`src/rtl/uart_echo_initiator.sv`:
```
// UART loopback test initiator: sends a sync header, waits for its echo, then
// streams a burst of seed+index bytes and scores the echoed bytes against them.
module uart_echo_initiator #(
   parameter logic [7:0]  HEADER_BYTE    = 8'hAA,
   parameter int unsigned BURST_LEN      = 4,
   parameter int unsigned TIMEOUT_CYCLES = 2_500_000
) (
   input  logic       clk_50mhz,
   input  logic       reset_n_internal,
   input  logic       i_start,
   input  logic [7:0] i_seed,
   output logic       o_tx_dv,
   output logic [7:0] o_tx_byte,
   input  logic       i_tx_done,
   input  logic       i_rx_dv,
   input  logic [7:0] i_rx_byte,
   output logic       o_busy,
   output logic       o_done,
   output logic       o_pass,
   output logic       o_timeout,
   output logic [7:0] o_err_count
);

   typedef enum logic [2:0] {
      IDLE, SEND_HDR, WAIT_HDR_TX, WAIT_HDR_ECHO,
      SEND_DATA, WAIT_DATA_TX, WAIT_ECHOES, DONE
   } state_e;

   localparam logic [7:0]    BURST_LAST = 8'(BURST_LEN);
   localparam int            TW         = $clog2(TIMEOUT_CYCLES) + 1;
   localparam logic [TW-1:0] TMO_LAST   = TW'(TIMEOUT_CYCLES - 1);

   state_e        state_q, state_d;
   logic [7:0]    seed_q, seed_d;
   logic [7:0]    tx_idx_q, tx_idx_d;
   logic [7:0]    rx_idx_q, rx_idx_d;
   logic [7:0]    err_q, err_d;
   logic          pass_q, pass_d;
   logic          tmo_flag_q, tmo_flag_d;
   logic [TW-1:0] tmo_cnt_q, tmo_cnt_d;

   logic [7:0] exp_rx_byte;
   logic       scoring, active, result_ok;

   assign exp_rx_byte = seed_q + rx_idx_q;
   assign scoring     = (state_q == SEND_DATA) || (state_q == WAIT_DATA_TX) ||
                        (state_q == WAIT_ECHOES);
   assign active      = (state_q != IDLE) && (state_q != DONE);
   assign result_ok   = (err_q == 8'h00) && !tmo_flag_q;

   // NOTE: every variable gets its default first so no path leaves it unassigned and infers a latch.
   always_comb begin
      state_d    = state_q;
      seed_d     = seed_q;
      tx_idx_d   = tx_idx_q;
      rx_idx_d   = rx_idx_q;
      err_d      = err_q;
      pass_d     = pass_q;
      tmo_flag_d = tmo_flag_q;

      // Echoes are scored in every data state, so a late echo may overlap the next transmit.
      if (scoring && i_rx_dv && (rx_idx_q < BURST_LAST)) begin
         rx_idx_d = rx_idx_q + 8'd1;
         if ((i_rx_byte != exp_rx_byte) && (err_q != 8'hFF)) err_d = err_q + 8'd1;
      end

      unique case (state_q)
         IDLE: if (i_start) begin
            seed_d     = i_seed;
            err_d      = 8'h00;
            pass_d     = 1'b0;
            tmo_flag_d = 1'b0;
            tx_idx_d   = 8'h00;
            rx_idx_d   = 8'h00;
            state_d    = SEND_HDR;
         end
         SEND_HDR:      state_d = WAIT_HDR_TX;
         WAIT_HDR_TX:   if (i_tx_done) state_d = WAIT_HDR_ECHO;
         WAIT_HDR_ECHO: if (i_rx_dv && (i_rx_byte == HEADER_BYTE)) state_d = SEND_DATA;
         SEND_DATA: begin
            tx_idx_d = tx_idx_q + 8'd1;
            state_d  = WAIT_DATA_TX;
         end
         WAIT_DATA_TX: if (i_tx_done) begin
            if (tx_idx_q < BURST_LAST)       state_d = SEND_DATA;
            else if (rx_idx_d == BURST_LAST) state_d = DONE;
            else                             state_d = WAIT_ECHOES;
         end
         WAIT_ECHOES: if (rx_idx_d == BURST_LAST) state_d = DONE;
         DONE: begin
            pass_d  = result_ok;
            state_d = IDLE;
         end
         default: state_d = IDLE;
      endcase

      if (active && (tmo_cnt_q == TMO_LAST)) begin
         tmo_flag_d = 1'b1;
         state_d    = DONE;
      end

      if (!active || (state_d != state_q) || i_rx_dv || i_tx_done) tmo_cnt_d = '0;
      else                                                          tmo_cnt_d = tmo_cnt_q + 1'b1;
   end

   // NOTE: sequential state uses non-blocking assignments so all registers update together at the edge.
   always_ff @(posedge clk_50mhz or negedge reset_n_internal) begin
      if (!reset_n_internal) begin
         state_q    <= IDLE;
         seed_q     <= 8'h00;
         tx_idx_q   <= 8'h00;
         rx_idx_q   <= 8'h00;
         err_q      <= 8'h00;
         pass_q     <= 1'b0;
         tmo_flag_q <= 1'b0;
         tmo_cnt_q  <= '0;
      end else begin
         state_q    <= state_d;
         seed_q     <= seed_d;
         tx_idx_q   <= tx_idx_d;
         rx_idx_q   <= rx_idx_d;
         err_q      <= err_d;
         pass_q     <= pass_d;
         tmo_flag_q <= tmo_flag_d;
         tmo_cnt_q  <= tmo_cnt_d;
      end
   end

   // Outputs decode from state so an asynchronous reset clears them immediately.
   assign o_tx_dv     = (state_q == SEND_HDR) || (state_q == SEND_DATA);
   assign o_tx_byte   = (state_q == SEND_HDR)  ? HEADER_BYTE :
                        (state_q == SEND_DATA) ? (seed_q + tx_idx_q) : 8'h00;
   assign o_busy      = active;
   assign o_done      = (state_q == DONE);
   assign o_pass      = (state_q == DONE) ? result_ok : pass_q;
   assign o_timeout   = tmo_flag_q;
   assign o_err_count = err_q;

endmodule

```
`config.mk`:
```
export PLATFORM = sky130hd
export DESIGN_NAME = uart_echo_initiator
export DESIGN_NICKNAME = d
export VERILOG_FILES = /design/src/rtl/uart_echo_initiator.sv
export SDC_FILE = /design/constraint.sdc
export NUM_CORES = 1
export LEC_CHECK = 0
export CAP_MARGIN = 25
export CORE_MARGIN = 2
export CORE_UTILIZATION = 61
export CTS_BUF_LIST = sky130_fd_sc_hd__clkbuf_16
export DETAILED_ROUTE_END_ITERATION = 10
export DONT_BUFFER_PORTS = 1
export GPL_TIMING_DRIVEN = 1
export PLACE_DENSITY = 0.85
export RECOVER_POWER = 50
export SLEW_MARGIN = 40
export SYNTH_ARGS = -nofsm -noshare
export SYNTH_HDL_FRONTEND = slang
export SYNTH_SLANG_ARGS = --single-unit
export TNS_END_PERCENT = 1
```
`constraint.sdc`:
```
create_clock -name clk_50mhz -period 3.2 [get_ports clk_50mhz]
set_input_delay 0.32 -clock clk_50mhz [delete_from_list [all_inputs] [get_ports clk_50mhz]]
set_output_delay 0.32 -clock clk_50mhz [all_outputs]
set_load 0.02 [all_outputs]
```
Word level (Yosys, flattened, before mapping)
Index checks and enable logic that the tools add are counted. W data, S select, Z words.

Bits of input ports: 21. Output and inout port bits: 21. Register bits after elaboration: 60.

Add/sub/neg operators: 6. Eq/ne operators: 15. Mux-type cells: 26. Magnitude comparators: 2. Reduce and logical (&&, ||, !) cells: 26.

Operators with widths (count): $mux W8 (10); $add A8 B1 Y8 const B (3); $pmux W3 S8 (1); $add A23 B1 Y23 const B (1); $eq A23 B22 Y1 const B (1); $mux W23 (1); $mux W3 (6); $add A8 B8 Y8 (2); $lt A8 B3 Y1 const B (2); $pmux W8 S2 (1); $eq A3 B3 Y1 const B (4); $eq A8 B3 Y1 const B (1); $eq A8 B8 Y1 const B (1); $logic_not A8 Y1 (1); $ne A8 B8 Y1 (1); $ne A8 B8 Y1 const B (1); $reduce_and A2 Y1 (4); $reduce_bool A2 Y1 (4); $logic_and A1 B1 Y1 (7); $eq A3 B2 Y1 const B (2); $logic_or A1 B1 Y1 (6); $mux W1 (5); $eq A3 B1 Y1 const B (1); $logic_not A3 Y1 (1); 7 further kinds (8).

Depth between registers and ports, before layout
Gate-level depths: netlist (run 1).

Depth after elaboration: 17. Gate-level depth with buffers: 10.

Least setup slack after synthesis (run 1)
No wires, ideal clock.

Path kind: register to register. From: register rx_idx_q[2]. To: register err_q[1], in the netlist o_err_count[1]. Stages on the path, launching flop included: 9. Library setup time: 0.125 ns. Clock period less this slack: 2.474 ns. Path buffers: 1. Required time: 3.075 ns. Arrival: 2.349 ns. Path slack: 0.726 ns. Path through: dfrtp_1 > ha_1 > nand3_1 > nor4bb_1 > or4_1 > and4_1 > buf_2 > a21boi_2 > mux2_2.

Longest elaborated chain between the ends: 7.

Ends and longest elaborated chain: from (decl) (RTL line 36) `logic [7:0] rx_idx_q, rx_idx_d;`; from (signal assigned) (RTL line 121) `rx_idx_q <= rx_idx_d;`; $add A8 B8 Y8 (RTL line 45) `assign exp_rx_byte = seed_q + rx_idx_q;`; $ne A8 B8 Y1 (RTL line 64) `if ((i_rx_byte != exp_rx_byte) && (err_q != 8'hFF)) err_d = err_q + 8'd1;`; $logic_and A1 B1 Y1 (RTL line 64); $mux W8 (RTL line 64); $mux W8 * (RTL line 62) `if (scoring && i_rx_dv && (rx_idx_q < BURST_LAST)) begin`; $mux W8 (RTL line 68) `IDLE: if (i_start) begin`; $mux W8 * (RTL line 67) `unique case (state_q)`; via err_d[1] (RTL line 37) `logic [7:0] err_q, err_d;`; to (signal assigned) (RTL line 122) `err_q <= err_d;`; to (decl) (RTL line 37).

The timed path passes the listed nets; every way through them passes the cells marked *. A chain may end at the register's enable or synchronous reset.

Final worst setup path (run 1)
From: register seed_q[1]. To: output port o_tx_byte[7].

Longest elaborated chain between the ends: 3.

Ends and longest elaborated chain: from (decl) (RTL line 34) `logic [7:0] seed_q, seed_d;`; from (signal assigned) (RTL line 110) `seed_q <= 8'h00;`; from (signal assigned) (RTL line 119) `seed_q <= seed_d;`; $add A8 B8 Y8 (RTL line 132) `(state_q == SEND_DATA) ? (seed_q + tx_idx_q) : 8'h00;`; $mux W8 (RTL line 132); $mux W8 (RTL line 131) `assign o_tx_byte = (state_q == SEND_HDR) ? HEADER_BYTE :`; to (decl) (RTL line 13) `output logic [7:0] o_tx_byte,`.

No other way between the ends.

==> qor.yml, run 1 <==
report.final.slew_viol_count: 0
synth_seq_cells: 60
p_clk_share_pct: 34.6
std_cell_rows: 29
antennaDiodeCount: 0
path_class: "flop to output pin"
detail-route-antenna-nets: 0
r2r.worst_path.cells: 6
max_freq_mhz: 336.0
grt_usage_pct: 27.10
p_seq_share_pct: 38.0
yosysSeqAreaShare_pct: 38.36
power_density_nw_per_um2: 651.2
clk_latency_ns: 0.33
wl_per_cell_um: 17.96
rr_startpoint: "rx_idx_q[6]"
clock_path_buffers: 2
cts_resized: 0
cts.sinks: 60
cts_root_buf: "clkbuf_16"
cp.required_ns: 2.88
drt-pass1-iter-count: 5
synthCells: 424
htreeDepth: 3
worstReg2RegEnd: "o_err_count[5]"
fin_crit_ns: 2.976
p_total_mw: 2.796
switchingPower_uw: 978.8
pre_cts_ws_ns: 0.5522
avgSynthCellArea_um2: 9.231
switching_share_pct: 35.01
dieArea_um2: 7073
tritoncts: "built"
final.setup_skew_ns: 0.008422
synth-edff-count: 0
synth.largest_area_cell: "dfrtp_1"
vdd_ir_drop_max_mv: 0.3870
routed_wl_um: 9178
synth_area_um2: 3914
first_global_vias: 3158
setup_viol: 0
via_per_inst: 6.297
clk_pin_slew_ns: 0.06
gp_congestion: 0.9301
tightest_slew_ns: 1.483
combPwrFrac_pct: 27.4
worstPathMaxFanout: 4
min_from: "i_seed[7]"
antenna_found_initial: 0
holdPathEnd: "seed_q[7]"
fin_crit_sh_pct: 92.99
via_count: 3218
hold_path_depth: 2
async_flop_share_pct: 100.0
overflow: 0
synth_cell_types: 63
dpl.hpwl_um: 6088
r2r_slack_ns: 0.51
grt_pass1_wl_um: 15250
ys.flop_type: "dfrtp_1"
p_leak_nw: 1.953
io_pins: 42
drive_gt1_share_pct: 11.06
grt_max_degree: 61
syn2layout_area_growth_pct: 9.719
hold_path_class: "input pin to flop"
cts_buffers: 9
fp.coreArea_um2: 6277
fin_ws_ns: 0.2242
synth.area.top_cells: "dfrtp_1 38%, nand2_1 6.3%, ha_1 6.1%, xnor2_1 4.7%, xor2_1 4.0%"
ys_warn_count: 0
p_int_mw: 1.817
synth_fp_nets: 466
end_kind: "output pin"
slew_headroom_pct: 1.157
critPathLaunchType: "flop"
finalSetupTns_ns: 0
grt_setup_unrepaired: "no"
io_buffers: 0
synth_top_area_share_pct: 38.36
start_util_pct: 62.35
nets: 471
die_height_um: 84.10
cap_viol_max_count: 0
drt_iter0_drc: 190
hold_viol: 0
drc: 0
die_w_um: 84.10
status: "finished clean"
crit_arrival_ns: 2.66
-- worst max-delay path by stage --
stage | slack [ns] | endpoint | start
final | 0.22 | o_tx_byte[7] | seed_q[1]
after global routing | 0.02 | o_tx_byte[7] | seed_q[1]
after CTS | 0.24 | o_tx_byte[7] | seed_q[1]
after detailed placement | 0.55 | tmo_cnt_q[4] | state_q[2]
after global placement | 0.62 | o_err_count[1] | rx_idx_q[2]
after floorplan | 0.73 | o_err_count[1] | rx_idx_q[2]
-- final cells by class --
cell class	count	area (µm²)
flip-flops and latches	60	1501
fillers	477	1983
multi-input cells	337	2287
clock inverters	7	75.07
repair buffers	9	63.81
clock buffers	9	225.2
inverters	12	45.04
well taps	77	96.34
-- registers in the layout, indices dropped and copies added (netlist names) --
register and count:
o_err_count 8, o_timeout 1, pass_q 1, rx_idx_q 8, seed_q 8, state_q 3, tmo_cnt_q 23, tx_idx_q 8
-- critical path: stages (launching register included) --
cell and delay, ns:
dfrtp_1 0.44, ha_1 0.32, a21o_1 0.15, a21oi_1 0.22, o21bai_1 0.11, a2111oi_0 0.58
o21ai_0 0.17, o311ai_0 0.13, buf_4 0.21
-- cells in the mapped netlist, types with 12 or more instances --
| library cell | instances |
|---|---|
| nand2_1 | 66 |
| dfrtp_1 | 60 |
| nor2_1 | 26 |
| xnor2_1 | 21 |
| ha_1 | 19 |
| a21oi_1 | 18 |
| xor2_1 | 18 |
| o21ai_0 | 17 |
| inv_1 | 12 |
| nand4_1 | 12 |
| nor3_1 | 12 |
| nor3_2 | 12 |
-- cell usage in the layout, fill, tap and decap left out, types with 17 or more instances in the layout --
cell type,n
nand2_1,66
dfrtp_1,60
nor2_1,26
xnor2_1,21
ha_1,19
a21oi_1,18
xor2_1,18
o21ai_0,17
-- power by group through the flow --
stage               sequential (mW)  combinational, mW  clock (mW)
floorplan                      1.01              0.601           0
global placement               1.06              0.672           0
global route                   1.08              0.851        1.02
detailed placement             1.06              0.714           0
finish                         1.06              0.766       0.968
CTS                            1.05              0.762       0.981
-- cells by family (layout without fill, tap and decap cells) --
logic type	after synthesis	after routing	share of synthesized area, %
simple gates	201	201	28.45
compound gates	66	66	11.32
flops	60	60	38.36
xor+xnor	39	39	8.728
buf+inv	27	37	3.357
fa+ha+maj	21	21	7.097
mux	10	10	2.685
-- stage by stage --
step                instances  cell area, µm²  utilization (%)  hold slack, ns
floorplan                 424            3914                -         0.02441
detailed placement        493            3983            63.44         0.02557
CTS                       511            4320            68.83         0.09050
finish                    511            4294            68.41         0.09389
global placement          493            3983            63.44         0.02579
global route              511            4294            68.41          0.1052
-- what timing repair did --
item,in CTS,in global routing
buffers inserted,0,0
hold buffers,2,0
endpoints found under the hold margin,60,0
-- routing by layer --
metal	part of all wire [%]	track usage (%)
met1	42	35.39
met2	48	42.93
met3	8.1	7.814
met4	2.2	10.26
met5	0	0
(Power assumes the default switching activity.)
==> run 2, diff against run 1 <==
- CTS_BUF_LIST: sky130_fd_sc_hd__clkbuf_16 -> sky130_fd_sc_hd__clkbuf_8
- PLACE_DENSITY: 0.85 -> 0.76
==> qor.yml, run 2 (same netlist as run 1, synthesis figures left out) <==
regMostFlops: "tmo_cnt_q"  # unchanged
crit_arrival_ns: 2.59  # was 2.66 ns
combPwrFrac_pct: 30.0  # was 27.4%
grt_max_degree: 61  # unchanged
gp_congestion: 0.9584  # was 0.9301
wl_per_cell_um: 16.70  # was 17.96 µm
switching_share_pct: 35.85  # was 35.01%
p_clk_share_pct: 27.1  # was 34.6%
hold_path_class: "input pin to flop"  # unchanged
finalSetupTns_ns: 0  # unchanged
p_leak_nw: 1.909  # was 1.953 nW
drc: 0  # unchanged
placedCellCount: 493  # unchanged
syn2layout_area_growth_pct: 6.969  # was 9.719%
start_util_pct: 62.35  # unchanged
antennaDiodeCount: 0  # unchanged
clk_pin_slew_ns: 0.07  # was 0.06 ns
fp.coreArea_um2: 6277  # unchanged
end_kind: "output pin"  # unchanged
power_density_nw_per_um2: 589.3  # was 651.2 nW/µm²
fin_ws_ns: 0.2882  # was 0.2242 ns
cts_setup_buffers: 0  # unchanged
worstPathMaxFanout: 4  # unchanged
drt_iter0_drc: 181  # was 190
slew_headroom_pct: 3.949  # was 1.157%
io_pins: 42  # unchanged
final.setup_skew_ns: 0.006606  # was 0.008422 ns
fin_hold_ws_ns: 0.09246  # was 0.09389 ns
overflow: 0  # unchanged
p_int_mw: 1.583  # was 1.817 mW
layout_common_cells: "66 x nand2_1, 60 x dfrtp_1, 26 x nor2_1"  # unchanged
vdd_ir_drop_max_mv: 0.4730  # was 0.3870 mV
drive_gt1_share_pct: 10.85  # was 11.06%
path_class: "flop to output pin"  # unchanged
r2r.worst_path.cells: 7  # was 6
rr_startpoint: "rx_idx_q[2]"  # was rx_idx_q[6]
switchingPower_uw: 884.4  # was 978.8 µW
use_met2_pct: 41.56  # was 42.93%
pre_cts_ws_ns: 0.5606  # was 0.5522 ns
grt_usage_pct: 26.15  # was 27.10%
clock_path_buffers: 2  # unchanged
clk_latency_ns: 0.33  # about the same
die_height_um: 84.10  # unchanged
cts_buffers: 9  # unchanged
largest_register_ffs: 23  # unchanged
grt_use_met1_pct: 34.32  # was 35.39%
htreeDepth: 3  # unchanged
grt_pass1_wl_um: 14860  # was 15250 µm
detail-route-antenna-nets: 0  # unchanged
cts.sinks: 60  # unchanged
max_freq_mhz: 343.4  # was 336.0 MHz
tightest_slew_ns: 1.441  # was 1.483 ns
die_w_um: 84.10  # unchanged
fin_crit_sh_pct: 90.99  # was 92.99%
dpl.hpwl_um: 6123  # was 6088 µm
fin_crit_ns: 2.912  # was 2.976 ns
first_global_vias: 3155  # was 3158
antenna_found_initial: 0  # unchanged
routed_wl_um: 8516  # was 9178 µm
io_buffers: 0  # unchanged
worstReg2RegEnd: "o_err_count[1]"  # was o_err_count[5]
cp.required_ns: 2.88  # about the same
critPathLaunch: "seed_q[1]"  # unchanged
tritoncts: "built"  # unchanged
report.final.slew_viol_count: 0  # unchanged
setup_viol: 0  # unchanged
cts_root_buf: "clkbuf_8"  # was clkbuf_16
met3_usage_pct: 7.715  # was 7.814%
fillers: 499  # was 477
critPathCapture: "o_tx_byte[7]"  # unchanged
final_common_cell: "nand2_1"  # unchanged
cap_viol_max_count: 0  # unchanged
via_count: 3105  # was 3218
p_seq_share_pct: 42.9  # was 38.0%
via_per_inst: 6.088  # was 6.297
final_cells: 510  # was 511
hold_viol: 0  # unchanged
critPathLaunchType: "flop"  # unchanged
top_usage_layer: "met2"  # unchanged
status: "finished clean"  # unchanged
drt-pass1-iter-count: 4  # was 5
nets: 471  # unchanged
dieArea_um2: 7073  # unchanged
grt_setup_unrepaired: "no"  # unchanged
std_cell_rows: 29  # unchanged
r2r_slack_ns: 0.55  # was 0.51 ns
post-route-util_pct: 66.69  # was 68.41%
[run 2: cell count changes in the layout (fill, tap and decap cells not counted), sizes merged]
cell,before,now
clkbuf,11,12
clkinv,2,1
inv,14,13
[run 2: area by class of cell]
class	count	area (µm²)	area share, %
clock buffer	10	137.6	3.288
clock inverter	5	53.80	1.285
inverter	12	45.04	1.076
multi-input combinational	337	2288	54.66
sequential	60	1501	35.86
tap	77	96.34	2.301
timing repair buffer	9	63.81	1.524
[run 2: metal layers]
metal	up-vias	part of all wire, %
met2	67	48
li1	1515	-
met4	0	1.1
met3	9	5.9
met1	1514	45
met5	-	0
[run 2: how the worst min path moves through the flow]
stage | startpoint | end | cells after the start
global placement | reset_n_internal | rx_idx_q[4] | 0
detailed placement | reset_n_internal | rx_idx_q[4] | 0
CTS | i_seed[3] | seed_q[3] | 2
floorplan | reset_n_internal | o_err_count[0] | 0
global route | i_seed[0] | seed_q[0] | 2
finish | i_seed[3] | seed_q[3] | 2
[run 2: worst max-delay path, cell delays in order (launching register included)]
cell       delay (ns)
dfrtp_1          0.46
ha_1             0.32
a21o_1           0.15
a21oi_1          0.22
o21bai_1         0.12
a2111oi_1        0.47
o21ai_0          0.15
o311ai_0         0.15
buf_4            0.22
[run 2: power by group through the flow]
stage	clock [mW]	sequential (mW)	combinational [mW]
finish	0.668	1.06	0.741
global route	0.718	1.07	0.857
CTS	0.678	1.05	0.742
detailed placement	0	1.06	0.711
global placement	0	1.06	0.680
floorplan	0	1.01	0.601
[run 2: repair_timing]
item / 4_1_cts / 5_1_grt
hold endpoints to repair: 60 / 0
endpoints found under the setup margin: 0 / 1
gates resized for setup: 0 / 1
hold buffers: 2 / 0
[run 2: through the flow]
stage | power, mW | area [µm²]
4_1_cts | 2.473 | 4212
3_3_place_gp | 1.742 | 3983
3_5_place_dp | 1.776 | 3983
6_report | 2.467 | 4187
2_1_floorplan | 1.609 | 3914
5_1_grt | 2.648 | 4187
==> run 3, diff against run 2 <==
- SETUP_SLACK_MARGIN: not set -> 0.4
==> qor.yml, run 3 (same netlist as run 1, synthesis figures left out) <==
final_cells: 510  # unchanged
die_w_um: 84.10  # unchanged
io_pins: 42  # unchanged
setup_viol: 0  # unchanged
hold_viol: 0  # unchanged
rr_startpoint: "rx_idx_q[2]"  # unchanged
worstPathMaxFanout: 3  # was 4
status: "finished clean"  # unchanged
htreeDepth: 3  # unchanged
first_global_vias: 3140  # was 3155
nets: 471  # unchanged
max_freq_mhz: 366.1  # was 343.4 MHz
via_count: 3116  # was 3105
tightest_slew_ns: 1.437  # was 1.441 ns
dieArea_um2: 7073  # unchanged
clk_latency_ns: 0.33  # about the same
slowest_delay_ns: 0.42  # was 0.47 ns
drt_iter0_drc: 175  # was 181
min_from: "i_seed[3]"  # unchanged
cap_viol_max_count: 0  # unchanged
holdPathEnd: "seed_q[3]"  # unchanged
critPathLaunchType: "flop"  # unchanged
via_per_inst: 6.110  # was 6.088
fillers: 492  # was 499
syn2layout_area_growth_pct: 7.736  # was 6.969%
grt_pass1_wl_um: 14860  # unchanged
drive_gt1_share_pct: 12.24  # was 10.85%
start_util_pct: 62.35  # unchanged
hold_path_class: "input pin to flop"  # unchanged
report.final.slew_viol_count: 0  # unchanged
r2r.worst_path.cells: 7  # unchanged
final_common_cell: "nand2_1"  # unchanged
cts_buffers: 9  # unchanged
worstReg2RegEnd: "o_err_count[1]"  # unchanged
p_total_mw: 2.518  # was 2.467 mW
dpl.hpwl_um: 6123  # unchanged
crit_chain: "ha_1 > fa_1 > a21o_1 > a21oi_2 > o21bai_1 > a21oi_1 > xor2_1 > nor2_2"  # was ha_1 > a21o_1 > a21oi_1 > o21bai_1 > a2111oi_1 > o21ai_0 > o311ai_0 > buf_4
io_buffers: 0  # unchanged
cp_top_family: "adder cells"  # was compound AO/OA/AOI/OAI gates
finalSetupTns_ns: 0  # unchanged
slew_headroom_pct: 4.175  # was 3.949%
drc: 0  # unchanged
clock_path_buffers: 2  # unchanged
tritoncts: "built"  # unchanged
hold_path_depth: 2  # unchanged
path_class: "flop to output pin"  # unchanged
regMostFlops: "tmo_cnt_q"  # unchanged
cts_root_buf: "clkbuf_8"  # unchanged
grt_max_degree: 61  # unchanged
end_kind: "output pin"  # unchanged
path_buf_inv: 0  # was 1
final.setup_skew_ns: 0.006067  # was 0.006606 ns
drt-pass1-iter-count: 4  # unchanged
std_cell_rows: 29  # unchanged
fin_crit_sh_pct: 85.35  # was 90.99%
layout_common_cells: "66 x nand2_1, 58 x dfrtp_1, 25 x nor2_1"  # was 66 x nand2_1, 60 x dfrtp_1, 26 x nor2_1
die_height_um: 84.10  # unchanged
cts.sinks: 60  # unchanged
crit_slowest_cell: "dfrtp_1"  # was a2111oi_1
clk_pin_slew_ns: 0.07  # about the same
cp.required_ns: 2.88  # about the same
r2r_slack_ns: 0.54  # was 0.55 ns
largest_register_ffs: 23  # unchanged
fp.coreArea_um2: 6277  # unchanged
vdd_ir_drop_max_mv: 0.4757  # was 0.4730 mV
gp_congestion: 0.9584  # unchanged
grt_usage_pct: 26.13  # was 26.15%
grt_setup_unrepaired: "yes"  # was no
p_leak_nw: 1.913  # was 1.909 nW
antenna_found_initial: 0  # unchanged
crit_arrival_ns: 2.41  # was 2.59 ns
placedCellCount: 493  # unchanged
antennaDiodeCount: 0  # unchanged
detail-route-antenna-nets: 0  # unchanged
routed_wl_um: 8556  # was 8516 µm
overflow: 0  # unchanged
cts_setup_buffers: 0  # unchanged
fin_crit_ns: 2.731  # was 2.912 ns
power_density_nw_per_um2: 597.3  # was 589.3 nW/µm²
wl_per_cell_um: 16.78  # was 16.70 µm
[run 3: cell counts in the layout (fill, tap and decap cells not counted)]
No cell type changed its count.
[run 3: power breakdown]
group          leakage (nW)  internal, mW  switching [mW]
logic                  1.03         0.363           0.427
registers             0.792         0.870           0.189
clock network        0.0956         0.372           0.298
total                  1.91          1.60           0.914
[run 3: cell type report]
type / instances / area (µm²) / area share, %
Sequential cell: 60 / 1504 / 35.67
Tap cell: 77 / 96.34 / 2.285
Clock inverter: 5 / 53.80 / 1.276
Inverter: 12 / 45.04 / 1.068
Clock buffer: 10 / 137.6 / 3.264
Timing Repair Buffer: 9 / 63.81 / 1.513
Multi-Input combinational cell: 337 / 2316 / 54.93
[run 3: repair_timing]
item / 4_1_cts / 5_1_grt
hold buffers: 2 / 0
cloned: 0 / 0
endpoints found under the hold margin: 60 / 0
resized for setup: 3 / 7
endpoints found under the setup margin: 2 / 16
pin swaps: 0 / 1
[run 3: worst max-delay path by stage]
stage                start             end  slack (ns)  cells after the start
6_report         seed_q[0]    o_tx_byte[6]        0.47                      8
3_5_place_dp    state_q[2]   tmo_cnt_q[12]        0.56                      7
5_1_grt          seed_q[1]    o_tx_byte[5]        0.36                      7
4_1_cts          seed_q[1]    o_tx_byte[7]        0.37                      8
3_3_place_gp    state_q[2]    tmo_cnt_q[1]        0.63                      7
2_1_floorplan  rx_idx_q[2]  o_err_count[1]        0.73                      8
[run 3: layer usage]
layer	track usage, %	vias to the layer above	share of wire [%]
li1	-	1514	-
met1	34.52	1536	45
met2	41.34	55	48
met3	7.715	11	5.7
met4	8.944	0	1.1
met5	0	-	0
[run 3: worst reg2reg max path, cell delays in order (launching register included)]
cell	delay, ns
dfrtp_1	0.42
ha_1	0.39
nand3_1	0.18
nor4bb_1	0.20
or4_1	0.49
and4_1	0.31
a21boi_2	0.22
mux2_2	0.35
[run 3: stage by stage]
step / utilization [%] / hold WS, ns / area [µm²] / setup WS [ns]
6_report: 67.17 / 0.09363 / 4217 / 0.4687
5_1_grt: 67.17 / 0.1011 / 4217 / 0.3622
4_1_cts: 67.23 / 0.08085 / 4220 / 0.3665
3_5_place_dp: 63.44 / 0.02613 / 3983 / 0.5606
3_3_place_gp: 63.44 / 0.02608 / 3983 / 0.6281
2_1_floorplan: - / 0.02441 / 3914 / 0.7259
